File: src/rtl/reg_muldiv_unit_if.sv
// Bus between the control unit / register_block and reg_muldiv_unit.
// Carries operands, the start/ready/busy/done handshake and the register write port.
// Optional build macro: MULDIV_SIGNED_EN adds the signed_op request bit.
interface reg_muldiv_unit_if #(
  parameter int WIDTH  = 16,
  parameter int ADDR_W = 4
);
  logic              start;
  logic              op;
`ifdef MULDIV_SIGNED_EN
  logic              signed_op;
`endif
  logic [WIDTH-1:0]  data_1;
  logic [WIDTH-1:0]  data_2;
  logic [ADDR_W-1:0] dest_addr;
  logic              ready;
  logic              busy;
  logic              done;
  logic              regWrite;
  logic [ADDR_W-1:0] write_addr;
  logic [WIDTH-1:0]  write_data;
  logic [WIDTH-1:0]  result_hi;
  logic              div_zero;

  modport master (
    output start, op, data_1, data_2, dest_addr,
`ifdef MULDIV_SIGNED_EN
    output signed_op,
`endif
    input  ready, busy, done, regWrite, write_addr, write_data, result_hi, div_zero
  );

  modport slave (
    input  start, op, data_1, data_2, dest_addr,
`ifdef MULDIV_SIGNED_EN
    input  signed_op,
`endif
    output ready, busy, done, regWrite, write_addr, write_data, result_hi, div_zero
  );
endinterface

File: src/rtl/reg_muldiv_unit.sv
// Iterative multiply/divide unit, one bit per clock (shift-add / restoring divide).
// Result goes back through the register write port; result_hi/div_zero are side outputs.
// Optional build macro: MULDIV_SIGNED_EN enables two's-complement operation via signed_op.
// Signed operations run the unsigned core on magnitudes and fix the signs on the last iteration,
// so latency is identical in both modes.
module reg_muldiv_unit #(
  parameter int WIDTH  = 16,
  parameter int ADDR_W = 4
) (
  input logic              clk,
  input logic              rst_n,
  reg_muldiv_unit_if.slave bus
);

  localparam int CNT_W = $clog2(WIDTH);

  typedef enum logic [1:0] {
    IDLE = 2'd0,
    BUSY = 2'd1,
    DONE = 2'd2
  } state_t;

  state_t             state_q, state_d;
  logic [CNT_W-1:0]   count_q;
  logic               op_q;
  logic               negA_q;
  logic               negB_q;
  logic [WIDTH-1:0]   opA_q;
  logic [WIDTH-1:0]   addend_q;
  logic [WIDTH-1:0]   acc_q, acc_d;
  logic [WIDTH-1:0]   mq_q, mq_d;
  logic [WIDTH-1:0]   writeData_q;
  logic [WIDTH-1:0]   resultHi_q;
  logic [ADDR_W-1:0]  writeAddr_q;
  logic               divZero_q;

  logic               accept;
  logic               lastIter;
  logic               signedIn;
  logic               negAIn;
  logic               negBIn;
  logic [WIDTH-1:0]   magA;
  logic [WIDTH-1:0]   magB;

  logic [WIDTH:0]     sum;
  logic [WIDTH:0]     shifted;
  logic [WIDTH-1:0]   diff;
  logic               geq;

  logic [2*WIDTH-1:0] prodMag;
  logic [2*WIDTH-1:0] prodSigned;
  logic [WIDTH-1:0]   quot;
  logic [WIDTH-1:0]   rem;
  logic [WIDTH-1:0]   finalLo;
  logic [WIDTH-1:0]   finalHi;
  logic               finalDz;

`ifdef MULDIV_SIGNED_EN
  assign signedIn = bus.signed_op;
`else
  assign signedIn = 1'b0;
`endif

  assign accept   = (state_q == IDLE) && bus.start;
  assign lastIter = (state_q == BUSY) && (count_q == CNT_W'(WIDTH - 1));
  assign negAIn   = signedIn & bus.data_1[WIDTH-1];
  assign negBIn   = signedIn & bus.data_2[WIDTH-1];
  assign magA     = negAIn ? -bus.data_1 : bus.data_1;
  assign magB     = negBIn ? -bus.data_2 : bus.data_2;

  // State register: async reset drops straight back to IDLE, aborting any operation.
  always_ff @(posedge clk or negedge rst_n) begin
    if (!rst_n) state_q <= IDLE;
    else        state_q <= state_d;
  end

  // Next state: start is only looked at in IDLE, DONE always lasts one cycle.
  always_comb begin
    state_d = state_q;
    case (state_q)
      IDLE:    if (bus.start) state_d = BUSY;
      BUSY:    if (count_q == CNT_W'(WIDTH - 1)) state_d = DONE;
      DONE:    state_d = IDLE;
      default: state_d = IDLE;
    endcase
  end

  // Handshake outputs decoded from the state; the register write strobe is the done pulse.
  always_comb begin
    bus.ready    = (state_q == IDLE);
    bus.busy     = (state_q == BUSY);
    bus.done     = (state_q == DONE);
    bus.regWrite = (state_q == DONE);
  end

  assign bus.write_addr = writeAddr_q;
  assign bus.write_data = writeData_q;
  assign bus.result_hi  = resultHi_q;
  assign bus.div_zero   = divZero_q;

  // One iteration: multiply adds/shifts right LSB-first, divide shifts left and trial-subtracts.
  always_comb begin
    sum     = {1'b0, acc_q} + {1'b0, addend_q};
    shifted = {acc_q, mq_q[WIDTH-1]};
    geq     = shifted >= {1'b0, addend_q};
    diff    = shifted[WIDTH-1:0] - addend_q;
    acc_d   = acc_q;
    mq_d    = mq_q;
    if (!op_q) begin
      if (mq_q[0]) {acc_d, mq_d} = {sum, mq_q[WIDTH-1:1]};
      else         {acc_d, mq_d} = {1'b0, acc_q, mq_q[WIDTH-1:1]};
    end else if (geq) begin
      acc_d = diff;
      mq_d  = {mq_q[WIDTH-2:0], 1'b1};
    end else begin
      acc_d = shifted[WIDTH-1:0];
      mq_d  = {mq_q[WIDTH-2:0], 1'b0};
    end
  end

  // Final result from the last iteration, with sign restoration and divide-by-zero override.
  always_comb begin
    prodMag    = {acc_d, mq_d};
    prodSigned = (negA_q ^ negB_q) ? -prodMag : prodMag;
    quot       = (negA_q ^ negB_q) ? -mq_d : mq_d;
    rem        = negA_q ? -acc_d : acc_d;
    finalLo    = quot;
    finalHi    = rem;
    finalDz    = 1'b0;
    if (!op_q) begin
      finalLo = prodSigned[WIDTH-1:0];
      finalHi = prodSigned[2*WIDTH-1:WIDTH];
    end else if (addend_q == '0) begin
      finalLo = '1;
      finalHi = opA_q;
      finalDz = 1'b1;
    end
  end

  // Datapath: capture operands at accept, iterate in BUSY, publish results on the last edge.
  always_ff @(posedge clk or negedge rst_n) begin
    if (!rst_n) begin
      count_q     <= '0;
      op_q        <= 1'b0;
      negA_q      <= 1'b0;
      negB_q      <= 1'b0;
      opA_q       <= '0;
      addend_q    <= '0;
      acc_q       <= '0;
      mq_q        <= '0;
      writeData_q <= '0;
      resultHi_q  <= '0;
      writeAddr_q <= '0;
      divZero_q   <= 1'b0;
    end else if (accept) begin
      op_q        <= bus.op;
      negA_q      <= negAIn;
      negB_q      <= negBIn;
      opA_q       <= bus.data_1;
      addend_q    <= bus.op ? magB : magA;
      mq_q        <= bus.op ? magA : magB;
      acc_q       <= '0;
      count_q     <= '0;
      divZero_q   <= 1'b0;
      resultHi_q  <= '0;
      writeAddr_q <= bus.dest_addr;
    end else if (state_q == BUSY) begin
      acc_q   <= acc_d;
      mq_q    <= mq_d;
      count_q <= count_q + CNT_W'(1);
      if (lastIter) begin
        writeData_q <= finalLo;
        resultHi_q  <= finalHi;
        divZero_q   <= finalDz;
      end
    end
  end

endmodule

File: src/flat_wrapper.sv
// flat-port wrapper written by rule: the top's interface ports become plain ports
module reg_muldiv_unit_flat 
#(
  parameter int WIDTH  = 16,
  parameter int ADDR_W = 4
)
  (clk, rst_n, bus_start, bus_op, bus_data_1, bus_data_2, bus_dest_addr, bus_ready, bus_busy, bus_done, bus_regWrite, bus_write_addr, bus_write_data, bus_result_hi, bus_div_zero);
  reg_muldiv_unit_if #(.WIDTH(WIDTH), .ADDR_W(ADDR_W)) bus_i ();
  input logic clk;
  input logic rst_n;
  input wire logic [$bits(bus_i.start)-1:0] bus_start;
  input wire logic [$bits(bus_i.op)-1:0] bus_op;
  input wire logic [$bits(bus_i.data_1)-1:0] bus_data_1;
  input wire logic [$bits(bus_i.data_2)-1:0] bus_data_2;
  input wire logic [$bits(bus_i.dest_addr)-1:0] bus_dest_addr;
  output wire logic [$bits(bus_i.ready)-1:0] bus_ready;
  output wire logic [$bits(bus_i.busy)-1:0] bus_busy;
  output wire logic [$bits(bus_i.done)-1:0] bus_done;
  output wire logic [$bits(bus_i.regWrite)-1:0] bus_regWrite;
  output wire logic [$bits(bus_i.write_addr)-1:0] bus_write_addr;
  output wire logic [$bits(bus_i.write_data)-1:0] bus_write_data;
  output wire logic [$bits(bus_i.result_hi)-1:0] bus_result_hi;
  output wire logic [$bits(bus_i.div_zero)-1:0] bus_div_zero;
  assign bus_i.start = bus_start;
  assign bus_i.op = bus_op;
  assign bus_i.data_1 = bus_data_1;
  assign bus_i.data_2 = bus_data_2;
  assign bus_i.dest_addr = bus_dest_addr;
  assign bus_ready = bus_i.ready;
  assign bus_busy = bus_i.busy;
  assign bus_done = bus_i.done;
  assign bus_regWrite = bus_i.regWrite;
  assign bus_write_addr = bus_i.write_addr;
  assign bus_write_data = bus_i.write_data;
  assign bus_result_hi = bus_i.result_hi;
  assign bus_div_zero = bus_i.div_zero;
  reg_muldiv_unit #(.WIDTH(WIDTH), .ADDR_W(ADDR_W)) u_core (.clk(clk), .rst_n(rst_n), .bus(bus_i));
endmodule
File: config.mk
export PLATFORM = sky130hd
export DESIGN_NAME = reg_muldiv_unit_flat
export DESIGN_NICKNAME = d
export VERILOG_FILES = /design/src/rtl/reg_muldiv_unit_if.sv /design/src/rtl/reg_muldiv_unit.sv /design/src/flat_wrapper.sv
export SDC_FILE = /design/constraint.sdc
export NUM_CORES = 1
export LEC_CHECK = 0
export BUFFER_PORTS_ARGS = -buffer_cell sky130_fd_sc_hd__buf_2
export CAP_MARGIN = 40
export CORE_MARGIN = 1
export CORE_UTILIZATION = 25
export DETAILED_ROUTE_END_ITERATION = 10
export GPL_ROUTABILITY_DRIVEN = 0
export HOLD_SLACK_MARGIN = 0.15
export SLEW_MARGIN = 10
export SYNTH_ARGS = -nofsm -noshare
export SYNTH_HDL_FRONTEND = slang
export SYNTH_SLANG_ARGS = --single-unit
File: constraint.sdc
create_clock -name clk -period 5.9 [get_ports clk]
set_input_delay 0.295 -clock clk [delete_from_list [all_inputs] [get_ports clk]]
set_output_delay 0.295 -clock clk [all_outputs]
set_load 0.005 [all_outputs]
==> results.sh, run 1 <==
export IMPL_postPlaceCellArea_um2=7610
export IMPL_grtUsageTotal_pct=15.4
export IMPL_grt_max_degree=56
export IMPL_antenna_found_initial=0
export IMPL_synth_cell_type_count=68
export IMPL_timing_reg2reg_worst_path_depth=10
export IMPL_clkSlewWorstSetupHoldPaths_ns=0.07
export IMPL_design_power_total_w=0.00542
export IMPL_dr_pass1_iters=7
export IMPL_crit_start="u_core.addend_q[11]"
export IMPL_die_height_um=168
export IMPL_setup_violations=0
export IMPL_synth_enable_flop_cells=0
export IMPL_via_per_inst=5.26
export IMPL_end_kind="flop"
export IMPL_antennaDiodeCount=0
export IMPL_globalRouteMet2Util_pct=23.2
export IMPL_std_cell_rows=60
export IMPL_routed_length_per_placed_instance_um=18.2
export IMPL_synthesis_area_per_instance_um2=8.85
export IMPL_cell_count_after_synthesis=779
export IMPL_yosysWarnings=0
export IMPL_critPathLaunchType="flop"
export IMPL_fin_worst_hold_slack_ns=0.174
export IMPL_seq_area_frac_synth_pct=39.2
export IMPL_setup_reg_to_reg_worst_slack_ns=2.52
export IMPL_core_region_area_um2=27000
export IMPL_min_to="u_core.opA_q[7]"
export IMPL_crit_required_ns=6.19
export IMPL_syn_area_um2=6890
export IMPL_initial_utilization_pct=25.5
export IMPL_synth_xor_area_share_pct=2.92
export IMPL_synth_fp_nets=854
export IMPL_sw_frac_of_total_pct=48.1
export IMPL_grt_busiest_layer="met2"
export IMPL_htreeDepth=3
export IMPL_asyncSetResetFlopFracSynth_pct=100
export IMPL_worst_hold_path_num_cells=3
export IMPL_clock_tree_buffer_depth=2
export IMPL_postCtsResizedCells=0
export IMPL_global_route_usage_met1_pct=22.1
export IMPL_die_area_um2=28200
export IMPL_post_synth_and_or_nand_nor_area_fraction_pct=16.0
export IMPL_final_critical_path_required_period_ns=3.38
export IMPL_detailroute_via_count=6237
export IMPL_relSlewSlack_pct=43.4
export IMPL_hold_path_class="input pin to flop"
export IMPL_maxCapViolCount=0
export IMPL_worstPathMaxFanout=16
export IMPL_synth_top_family_by_area="compound AO/OA/AOI/OAI gates"
export IMPL_cts_buffers=9
export IMPL_report_final_hold_viol_count=0
export IMPL_comb_power_share_pct=63.5
export IMPL_share_of_synthesized_cell_area_in_full_adder_half_adder_and_majority_cells_pct=6.57
export IMPL_clock_tree_from_tritoncts="yes"
export IMPL_power_clock_fraction_pct=10.7
export IMPL_finClkSkew_ns=0.0110
export IMPL_power_internal_w=0.00281
export IMPL_worst_skew_pair_late_latency_ns=0.36
export IMPL_reg2reg_from="u_core.addend_q[11]"
export IMPL_grt_overflow=0
export IMPL_num_nets_final=916
export IMPL_grt_setup_unrepaired="false"
export IMPL_totalWireLength_mm=21.6
export IMPL_yosys_register_bits=108
export IMPL_tritoncts_num_sinks=108
export IMPL_final_area_um2=7960
export IMPL_total_leakage_power_nw=3.74
export IMPL_power_density_nw_per_um2=681
export IMPL_setup_tns_final_ns=0
export IMPL_area_delta_synth_final_pct=15.5
export IMPL_synth_compound_area_share_pct=22.2
export IMPL_placement_io_buffers=80
export IMPL_grt_pass1_vias=5919
export IMPL_share_seq_of_total_power_pct=25.8
export IMPL_grt_pass1_wl_mm=33.9
export IMPL_worst_slew_pin_transition_ns=0.849
export IMPL_drive_above_1_share_pct=14.8
export IMPL_status="complete, no violations"
export IMPL_num_io_pins=81
export IMPL_postRouteAntennaNets=0
export IMPL_synth_top_flop_cell="sky130_fd_sc_hd__dfrtp_1"
export IMPL_post_synth_mux_area_share_pct=8.15
export IMPL_timing_rr_end="u_core.bus.result_hi[6]"
export IMPL_root_buffer_master="sky130_fd_sc_hd__clkbuf_16"
export IMPL_dp_cells=1163
export IMPL_timing_worst_setup_path_type="flop to flop"
export IMPL_die_width_um=168
export IMPL_total_switching_power_w=0.00261
export IMPL_arrival_time_at_the_worst_endpoint_ns=3.68
export IMPL_timing_final_max_slew_violations=0
export IMPL_post_dp_hpwl_mm=15.8
export IMPL_ir_drop_mv=0.203
export IMPL_instances_no_fill=1186
export IMPL_layout_worst_path_cycle_share_pct=57.3
export IMPL_achievable_frequency_ghz=0.296
export IMPL_drcViolationCount=0
export IMPL_met3_layer_usage_reported_by_global_route_pct=3.20
export IMPL_detail_route_iter0_violations=608
export IMPL_min_delay_start="bus_data_1[7]"
[Yosys cell counts (21+ instances only)]
| library cell | number | share of area (%) |
|---|---|---|
| sky130_fd_sc_hd__ha_1 | 33 | 6.0 |
| sky130_fd_sc_hd__a21oi_1 | 26 | 1.9 |
| sky130_fd_sc_hd__nand3_1 | 23 | 1.7 |
| sky130_fd_sc_hd__dfrtp_1 | 108 | 39 |
| sky130_fd_sc_hd__a211oi_1 | 21 | 2.3 |
| sky130_fd_sc_hd__mux2i_1 | 55 | 8.0 |
| sky130_fd_sc_hd__o21ai_0 | 49 | 3.6 |
| sky130_fd_sc_hd__a31oi_1 | 23 | 2.1 |
| sky130_fd_sc_hd__nor2_1 | 68 | 3.7 |
| sky130_fd_sc_hd__nand2_1 | 113 | 6.2 |
| sky130_fd_sc_hd__inv_1 | 30 | 1.6 |
| sky130_fd_sc_hd__clkbuf_1 | 35 | 1.9 |
[cell usage in the layout (no fill, tap or decap), types with 10 or more instances in the layout]
| cell | Yosys | final |
|---|---|---|
| sky130_fd_sc_hd__a211oi_1 | 21 | 21 |
| sky130_fd_sc_hd__a221oi_1 | 14 | 14 |
| sky130_fd_sc_hd__a21o_1 | 19 | 19 |
| sky130_fd_sc_hd__xnor2_1 | 18 | 18 |
| sky130_fd_sc_hd__a31oi_1 | 23 | 23 |
| sky130_fd_sc_hd__mux2i_1 | 55 | 55 |
| sky130_fd_sc_hd__nor2_1 | 68 | 68 |
| sky130_fd_sc_hd__inv_1 | 30 | 30 |
| sky130_fd_sc_hd__nand2_1 | 113 | 112 |
| sky130_fd_sc_hd__nor3_1 | 10 | 10 |
| sky130_fd_sc_hd__ha_1 | 33 | 33 |
| sky130_fd_sc_hd__buf_2 | 3 | 79 |
| sky130_fd_sc_hd__dfrtp_1 | 108 | 107 |
| sky130_fd_sc_hd__nand3_1 | 23 | 23 |
| sky130_fd_sc_hd__a21oi_1 | 26 | 26 |
| sky130_fd_sc_hd__buf_4 | 1 | 13 |
| sky130_fd_sc_hd__o21ai_0 | 49 | 49 |
[power groups by stage]
stage	sequential, W	clock, W	combinational (W)
global placement	0.00140	0	0.00334
floorplan	0.00130	0	0.00262
global route	0.00144	0.000622	0.00380
CTS	0.00139	0.000595	0.00340
finish	0.00140	0.000581	0.00344
detailed placement	0.00141	0	0.00338
[area by class of cell]
cell class / instances / area (um2)
timing repair buffer: 101 / 593
multi-input combinational: 591 / 3860
clock inverter: 6 / 46.3
clock buffer: 9 / 225
sequential: 108 / 2700
inverter: 30 / 113
fill: 2868 / 19100
tap: 341 / 427
[worst max path at each step]
stage | endpoint | cells after the start | slack (ns)
CTS | u_core.bus.result_hi[6] | 9 | 2.60
detailed placement | u_core.bus.result_hi[6] | 9 | 2.62
finish | u_core.bus.result_hi[6] | 10 | 2.52
global route | u_core.bus.result_hi[6] | 10 | 2.36
global placement | u_core.bus.result_hi[6] | 9 | 2.64
floorplan | u_core.bus.result_hi[8] | 11 | 3.23
[registers in the layout, indices dropped and copies added, names as in the netlist]
name	cells
u_core.count_q	4
u_core.acc_q	16
u_core.mq_q	16
u_core.bus.div_zero	1
u_core.opA_q	16
u_core.bus.write_addr	4
u_core.state_q	2
u_core.bus.write_data	16
u_core.addend_q	16
u_core.op_q	1
u_core.bus.result_hi	16
[per-stage QoR]
stage          utilization [%]  setup slack, ns
2_1_floorplan                -             3.23
3_3_place_gp              28.0             2.64
3_5_place_dp              28.2             2.62
4_1_cts                   29.5             2.60
5_1_grt                   29.5             2.36
6_report                  29.5             2.52
[layer usage]
metal	part of all wire [%]	wire, um
met1	47	10200
met2	44	9560
met3	5.8	1250
met4	2.5	529
met5	0	0
[timing repair]
action / in CTS / in global routing
hold endpoints to repair: 60 / 0
setup buffers: 0 / 0
hold buffers: 8 / 0
[cells by family after synthesis]
| kind of cell | count (synthesis) |
|---|---|
| simple gates | 254 |
| fa+ha+maj | 35 |
| compound gates | 223 |
| buf+inv | 80 |
| mux | 56 |
| flops | 108 |
| xor+xnor | 23 |
[worst max-delay path, cell delays in order (launching register included)]
cell                       delay, ns
sky130_fd_sc_hd__dfrtp_1        0.45
sky130_fd_sc_hd__inv_1          0.07
sky130_fd_sc_hd__ha_1           0.39
sky130_fd_sc_hd__and4_1         0.29
sky130_fd_sc_hd__nand4_1        0.14
sky130_fd_sc_hd__o21bai_1       0.20
sky130_fd_sc_hd__a21oi_2        0.29
sky130_fd_sc_hd__or2_1          0.71
sky130_fd_sc_hd__mux2i_1        0.20
sky130_fd_sc_hd__a211oi_1       0.44
sky130_fd_sc_hd__a21o_1         0.12
Power figures use the tool's default switching activity.
==> inputs of run 2 (changes only) <==
==> constraint.sdc (replaced) <==
create_clock -name clk -period 2.9 [get_ports clk]
set_input_delay 0.145 -clock clk [delete_from_list [all_inputs] [get_ports clk]]
set_output_delay 0.145 -clock clk [all_outputs]
set_load 0.005 [all_outputs]
==> run 2 against run 1 <==
  * Cell count is 8.0% higher
  * Register-to-register slack worse by 2.4 ns
  * Maximum frequency is 20% higher
  * Critical path type unchanged
  * Die area stayed put
==> results.sh, run 2 (synthesis results as in run 1) <==
export IMPL_critPathTopFamily="compound AO/OA/AOI/OAI gates"
export IMPL_fin_worst_hold_slack_ns=0.153
export IMPL_routed_wl_met3_mm=1.10
export IMPL_grt_max_degree=44
export IMPL_core_region_area_um2=27000
export IMPL_dr_wl_met2_mm=10.0
export IMPL_worst_skew_pair_late_latency_ns=0.36
export IMPL_clock_tree_from_tritoncts="yes"
export IMPL_reg2reg_from="u_core.mq_q[15]"
export IMPL_via_per_inst=5.14
export IMPL_critPathLaunchType="flop"
export IMPL_totalWireLength_mm=22.6
export IMPL_setup_tns_final_ns=0
export IMPL_status="complete, no violations"
export IMPL_clkSlewWorstSetupHoldPaths_ns=0.08
export IMPL_antenna_found_initial=0
export IMPL_timing_critical_path_to="u_core.bus.result_hi[14]"
export IMPL_drcViolationCount=0
export IMPL_timing_rr_end="u_core.bus.result_hi[14]"
export IMPL_timing_critical_path_buf_inv=3
export IMPL_slowest_stage="sky130_fd_sc_hd__fa_2"
export IMPL_std_cell_rows=60
export IMPL_grt_setup_unrepaired="true"
export IMPL_report_final_hold_viol_count=0
export IMPL_timing_worst_setup_path_type="flop to flop"
export IMPL_postPlaceCellArea_um2=8110
export IMPL_finClkSkew_ns=0.0125
export IMPL_timing_critical_path_cells="inv_2 -> ha_4 -> inv_2 -> fa_2 -> a21oi_4 -> o211ai_1 -> o41ai_2 -> buf_4 -> o21ai_2 -> xor2_1 -> nand3_1 -> a311o_1 -> o21ai_2"
export IMPL_wl_met1_mm=10.7
export IMPL_num_io_pins=81
export IMPL_timing_final_max_slew_violations=0
export IMPL_timing_reg2reg_worst_path_depth=13
export IMPL_layout_common_cells="112 x sky130_fd_sc_hd__nand2_1, 106 x sky130_fd_sc_hd__dfrtp_1, 83 x sky130_fd_sc_hd__buf_4, 79 x sky130_fd_sc_hd__buf_2, 68 x sky130_fd_sc_hd__nor2_1"
export IMPL_dr_pass1_iters=5
export IMPL_cts_buffers=9
export IMPL_achievable_frequency_ghz=0.356
export IMPL_setup_violations=0
export IMPL_crit_start="u_core.mq_q[15]"
export IMPL_antennaDiodeCount=0
export IMPL_worstPathMaxFanout=3
export IMPL_final_area_um2=8840
export IMPL_maxCapViolCount=0
export IMPL_route_top_layer_used="met4"
export IMPL_clock_tree_buffer_depth=2
export IMPL_final_setup_worst_slack_ns=0.0921
export IMPL_detail_route_iter0_violations=546
export IMPL_cp_slowest_stage_delay_ns=0.41
export IMPL_htreeDepth=3
export IMPL_grtUsageTotal_pct=16.1
export IMPL_worst_slew_pin_transition_ns=0.880
export IMPL_arrival_time_at_the_worst_endpoint_ns=3.09
export IMPL_die_area_um2=28200
export IMPL_root_buffer_master="sky130_fd_sc_hd__clkbuf_16"
export IMPL_relSlewSlack_pct=41.4
export IMPL_tritoncts_num_sinks=108
export IMPL_ff_latch_area_um2=2710
export IMPL_final_critical_path_required_period_ns=2.81
export IMPL_area_of_the_multi_input_gates_um2=3950
export IMPL_routed_length_per_placed_instance_um=17.6
export IMPL_post_dp_hpwl_mm=17.1
export IMPL_end_kind="flop"
export IMPL_layout_worst_path_cycle_share_pct=96.8
export IMPL_total_leakage_power_nw=4.21
export IMPL_die_height_um=168
export IMPL_fin_util_pct=32.7
export IMPL_placement_io_buffers=80
export IMPL_grt_overflow=0
export IMPL_die_width_um=168
export IMPL_power_density_nw_per_um2=1380
export IMPL_fillCellCount=2844
export IMPL_num_nets_final=1010
export IMPL_ir_drop_mv=0.628
export IMPL_place_ws_ns=-0.0666
export IMPL_grt_pass1_vias=6383
export IMPL_drive_above_1_share_pct=22.8
export IMPL_grt_pass1_wl_mm=35.6
export IMPL_most_common_cell_after_layout_fill_and_taps_aside="sky130_fd_sc_hd__nand2_1"
export IMPL_area_delta_synth_final_pct=28.2
export IMPL_cp_num_cells=13
export IMPL_hold_path_class="input pin to flop"
export IMPL_postRouteAntennaNets=0
export IMPL_crit_required_ns=3.19
export IMPL_detailroute_via_count=6582
export IMPL_setup_reg_to_reg_worst_slack_ns=0.09
export IMPL_initial_utilization_pct=25.5
## run 2: changes by cell type in the layout (fill, tap and decap cells not counted), moves of 3 or more
cell	previous run	this run
sky130_fd_sc_hd__a211oi_1	21	18
sky130_fd_sc_hd__dlygate4sd3_1	8	32
sky130_fd_sc_hd__buf_4	13	83
sky130_fd_sc_hd__clkinv_4	0	3
sky130_fd_sc_hd__o21ai_1	5	8
sky130_fd_sc_hd__a211oi_2	1	4
sky130_fd_sc_hd__o21ai_0	49	45
## run 2: how the worst min path moves through the flow
stage | cells after the start | to | slack [ns] | startpoint
final | 3 | u_core.addend_q[5] | 0.15 | bus_data_2[5]
after detailed placement | 1 | u_core.bus.result_hi[6] | 0.17 | rst_n
after floorplan | 0 | u_core.acc_q[0] | -0.15 | rst_n
after global placement | 1 | u_core.bus.result_hi[6] | 0.17 | rst_n
after CTS | 3 | u_core.addend_q[5] | 0.15 | bus_data_2[5]
after global routing | 3 | u_core.addend_q[5] | 0.19 | bus_data_2[5]
## run 2: area by class of cell
cell class / count / area share (%)
repair buffers: 195 / 15.4
clock buffers: 11 / 2.63
inverters: 30 / 1.27
multi-input cells: 591 / 44.7
flip-flops and latches: 108 / 30.6
well taps: 341 / 4.83
clock inverters: 5 / 0.524
## run 2: metrics by stage
| step | power, W | instances |
|---|---|---|
| 6_report | 0.0122 | 1281 |
| 2_1_floorplan | 0.00798 | 779 |
| 3_5_place_dp | 0.0105 | 1229 |
| 4_1_cts | 0.0119 | 1277 |
| 3_3_place_gp | 0.0104 | 1227 |
| 5_1_grt | 0.0132 | 1281 |
## run 2: what timing repair did
action / in CTS / in global routing
hold endpoints to repair: 71 / 0
hold buffers: 32 / 0
pin swaps: 0 / 13
endpoints found under the setup margin: 5 / 15
setup buffers: 0 / 4
resized for setup: 4 / 24
## run 2: worst min-delay path: cells and delay by family
family,cells,cell delay [ns]
AOI/OAI and AO/OA,1,0.14
buffers and inverters,1,0.11
muxes,1,0.08
## run 2: power breakdown
part,switching [W],internal (W),total [W]
clock,0.000615,0.000599,0.00121
combinational,0.00450,0.00374,0.00825
sequential,0.000543,0.00219,0.00274
total,0.00566,0.00654,0.0122
## run 2: routing by layer
metal	GRT usage, %	vias up
li1	-	3144
met1	22.7	3208
met2	24.7	192
met3	2.47	38
met4	6.32	0
met5	0	-
==> inputs of run 3 (changes only) <==
--- a/config.mk
+++ b/config.mk
@@ -12,6 +12,7 @@
 export DETAILED_ROUTE_END_ITERATION = 10
 export GPL_ROUTABILITY_DRIVEN = 0
 export HOLD_SLACK_MARGIN = 0.15
+export REMOVE_ABC_BUFFERS = 1
 export SLEW_MARGIN = 10
 export SYNTH_ARGS = -nofsm -noshare
 export SYNTH_HDL_FRONTEND = slang
==> run 3 against run 2 <==
  * Flip-flop and latch count unchanged
  * Global-route usage down 0.56 points
  * Cell count down 1.4%
  * Via count down 2.2%
  * Sequential power about the same
  * Critical path type unchanged
  * Critical endpoint is now u_core.acc_q[13]
==> results.sh, run 3 (synthesis results as in run 1) <==
export IMPL_initial_utilization_pct=25.5
export IMPL_achievable_frequency_ghz=0.360
export IMPL_grt_setup_unrepaired="false"
export IMPL_report_final_hold_viol_count=0
export IMPL_root_buffer_master="sky130_fd_sc_hd__clkbuf_16"
export IMPL_critPathLaunchType="flop"
export IMPL_post_cts_repair_setup_buffers=0
export IMPL_antennaDiodeCount=0
export IMPL_share_seq_of_total_power_pct=23.1
export IMPL_status="complete, no violations"
export IMPL_end_kind="flop"
export IMPL_power_density_nw_per_um2=1350
export IMPL_place_ws_ns=0.0292
export IMPL_die_height_um=168
export IMPL_maxCapViolCount=0
export IMPL_antenna_found_initial=0
export IMPL_timing_critical_path_cells="ha_1 -> inv_1 -> fa_1 -> nor2b_2 -> o2111ai_2 -> nand3_2 -> a41o_1 -> a2111oi_0 -> a41o_1 -> o32ai_1 -> o21ai_0"
export IMPL_final_setup_worst_slack_ns=0.125
export IMPL_timing_worst_setup_path_type="flop to flop"
export IMPL_detailroute_via_count=6437
export IMPL_ir_drop_mv=0.479
export IMPL_worst_skew_pair_late_latency_ns=0.36
export IMPL_power_clock_fraction_pct=10.2
export IMPL_std_cell_rows=60
export IMPL_die_width_um=168
export IMPL_setup_tns_final_ns=0
export IMPL_num_io_pins=81
export IMPL_fin_worst_hold_slack_ns=0.155
export IMPL_total_switching_power_w=0.00545
export IMPL_clkSlewWorstSetupHoldPaths_ns=0.07
export IMPL_crit_required_ns=3.12
export IMPL_area_delta_synth_final_pct=26.0
export IMPL_grt_overflow=0
export IMPL_layout_common_cells="112 x sky130_fd_sc_hd__nand2_1, 107 x sky130_fd_sc_hd__dfrtp_1, 79 x sky130_fd_sc_hd__buf_2, 67 x sky130_fd_sc_hd__nor2_1, 60 x sky130_fd_sc_hd__buf_4"
export IMPL_timing_final_max_slew_violations=0
export IMPL_setup_violations=0
export IMPL_totalWireLength_mm=21.7
export IMPL_hold_path_class="input pin to flop"
export IMPL_grtUsageTotal_pct=15.6
export IMPL_area_of_the_multi_input_gates_um2=3920
export IMPL_die_area_um2=28200
export IMPL_power_internal_w=0.00629
export IMPL_most_common_cell_after_layout_fill_and_taps_aside="sky130_fd_sc_hd__nand2_1"
export IMPL_cp_common_cell="sky130_fd_sc_hd__a41o_1"
export IMPL_worst_slew_pin_transition_ns=0.778
export IMPL_routed_length_per_placed_instance_um=17.2
export IMPL_finClkSkew_ns=0.00841
export IMPL_detail_route_iter0_violations=397
export IMPL_tritoncts_num_sinks=108
export IMPL_fillCellCount=2882
export IMPL_cts_buffers=9
export IMPL_postRouteAntennaNets=0
export IMPL_dr_pass1_iters=5
export IMPL_arrival_time_at_the_worst_endpoint_ns=3.00
export IMPL_via_per_inst=5.10
export IMPL_sw_frac_of_total_pct=46.4
export IMPL_drcViolationCount=0
export IMPL_relSlewSlack_pct=48.0
export IMPL_worstPathMaxFanout=4
export IMPL_ff_latch_area_um2=2700
export IMPL_layout_worst_path_cycle_share_pct=95.7
export IMPL_cp_slowest_stage_delay_ns=0.42
export IMPL_comb_power_share_pct=66.7
export IMPL_clock_tree_from_tritoncts="yes"
export IMPL_grt_pass1_wl_mm=34.5
export IMPL_drive_above_1_share_pct=20.0
export IMPL_core_region_area_um2=27000
export IMPL_clock_tree_buffer_depth=2
export IMPL_placement_io_buffers=80
export IMPL_num_nets_final=992
export IMPL_grt_pass1_vias=6225
export IMPL_slowest_stage="sky130_fd_sc_hd__dfrtp_1"
export IMPL_final_critical_path_required_period_ns=2.78
export IMPL_grt_max_degree=59
export IMPL_post_dp_hpwl_mm=16.5
export IMPL_htreeDepth=3
export IMPL_total_leakage_power_nw=4.10
run 3: cell types whose count changed in the layout (fill, tap and decap cells not counted), sizes merged:
cell         delta
buf            -22
dlygate4sd3     +4
clkinv          -2
clkinvlp        +2
clkbuf          +1
inv             -1
run 3: worst max-delay path: cells and delay by family (launching register included):
kind                       cells  cell delay, ns
AOI/OAI and AO/OA              6            1.16
adders and majority gates      2            0.64
buffers and inverters          1            0.07
DFF                            1            0.42
and+or+nand+nor                2            0.34
run 3: repair_timing:
action                                  CTS  global route
pin swaps                                 0             1
hold endpoints to repair                 89             0
endpoints found under the setup margin    1            18
hold buffers                             36             0
gates resized for setup                   1            11
run 3: layout make-up:
cell class	count	area share, %
Clock inverter	4	0.375
Tap cell	341	4.91
Multi-Input combinational cell	591	45.1
Timing Repair Buffer	177	14.4
Sequential cell	108	31.1
Inverter	30	1.30
Clock buffer	12	2.84
run 3: metal layers:
metal | global-route usage, % | part of all wire [%]
met1 | 21.2 | 47
met2 | 25.9 | 48
met3 | 1.76 | 4.1
met4 | 4.55 | 1.6
met5 | 0 | 0
run 3: worst paths after layout:
path                                          start  slack [ns]  depth (start not counted)                        to
max                              u_core.addend_q[0]        0.12                         11          u_core.acc_q[13]
min reg2reg                u_core.bus.write_addr[0]        0.47                          2  u_core.bus.write_addr[0]
max reg2reg                      u_core.addend_q[0]        0.12                         11          u_core.acc_q[13]
min                                   bus_data_2[2]        0.16                          3        u_core.addend_q[2]
max in group asynchronous                     rst_n        1.72                          3            u_core.mq_q[1]
min in group asynchronous                     rst_n        0.40                          2  u_core.bus.result_hi[13]
run 3: per-stage QoR:
step           utilization [%]  total power, W  area [um2]  instances
6_report                  32.1          0.0117        8680       1263
4_1_cts                   31.9          0.0116        8630       1263
2_1_floorplan                -         0.00776        6670        729
3_3_place_gp              29.5          0.0102        7970       1210
5_1_grt                   32.1          0.0127        8680       1263
3_5_place_dp              29.5          0.0103        7990       1211
run 3: power by group through the flow:
stage | Combinational (W) | Sequential (W) | Clock (W)
2_1_floorplan | 0.00499 | 0.00276 | 0
3_3_place_gp | 0.00749 | 0.00270 | 0
3_5_place_dp | 0.00754 | 0.00273 | 0
4_1_cts | 0.00766 | 0.00270 | 0.00123
5_1_grt | 0.00862 | 0.00279 | 0.00127
6_report | 0.00784 | 0.00271 | 0.00120
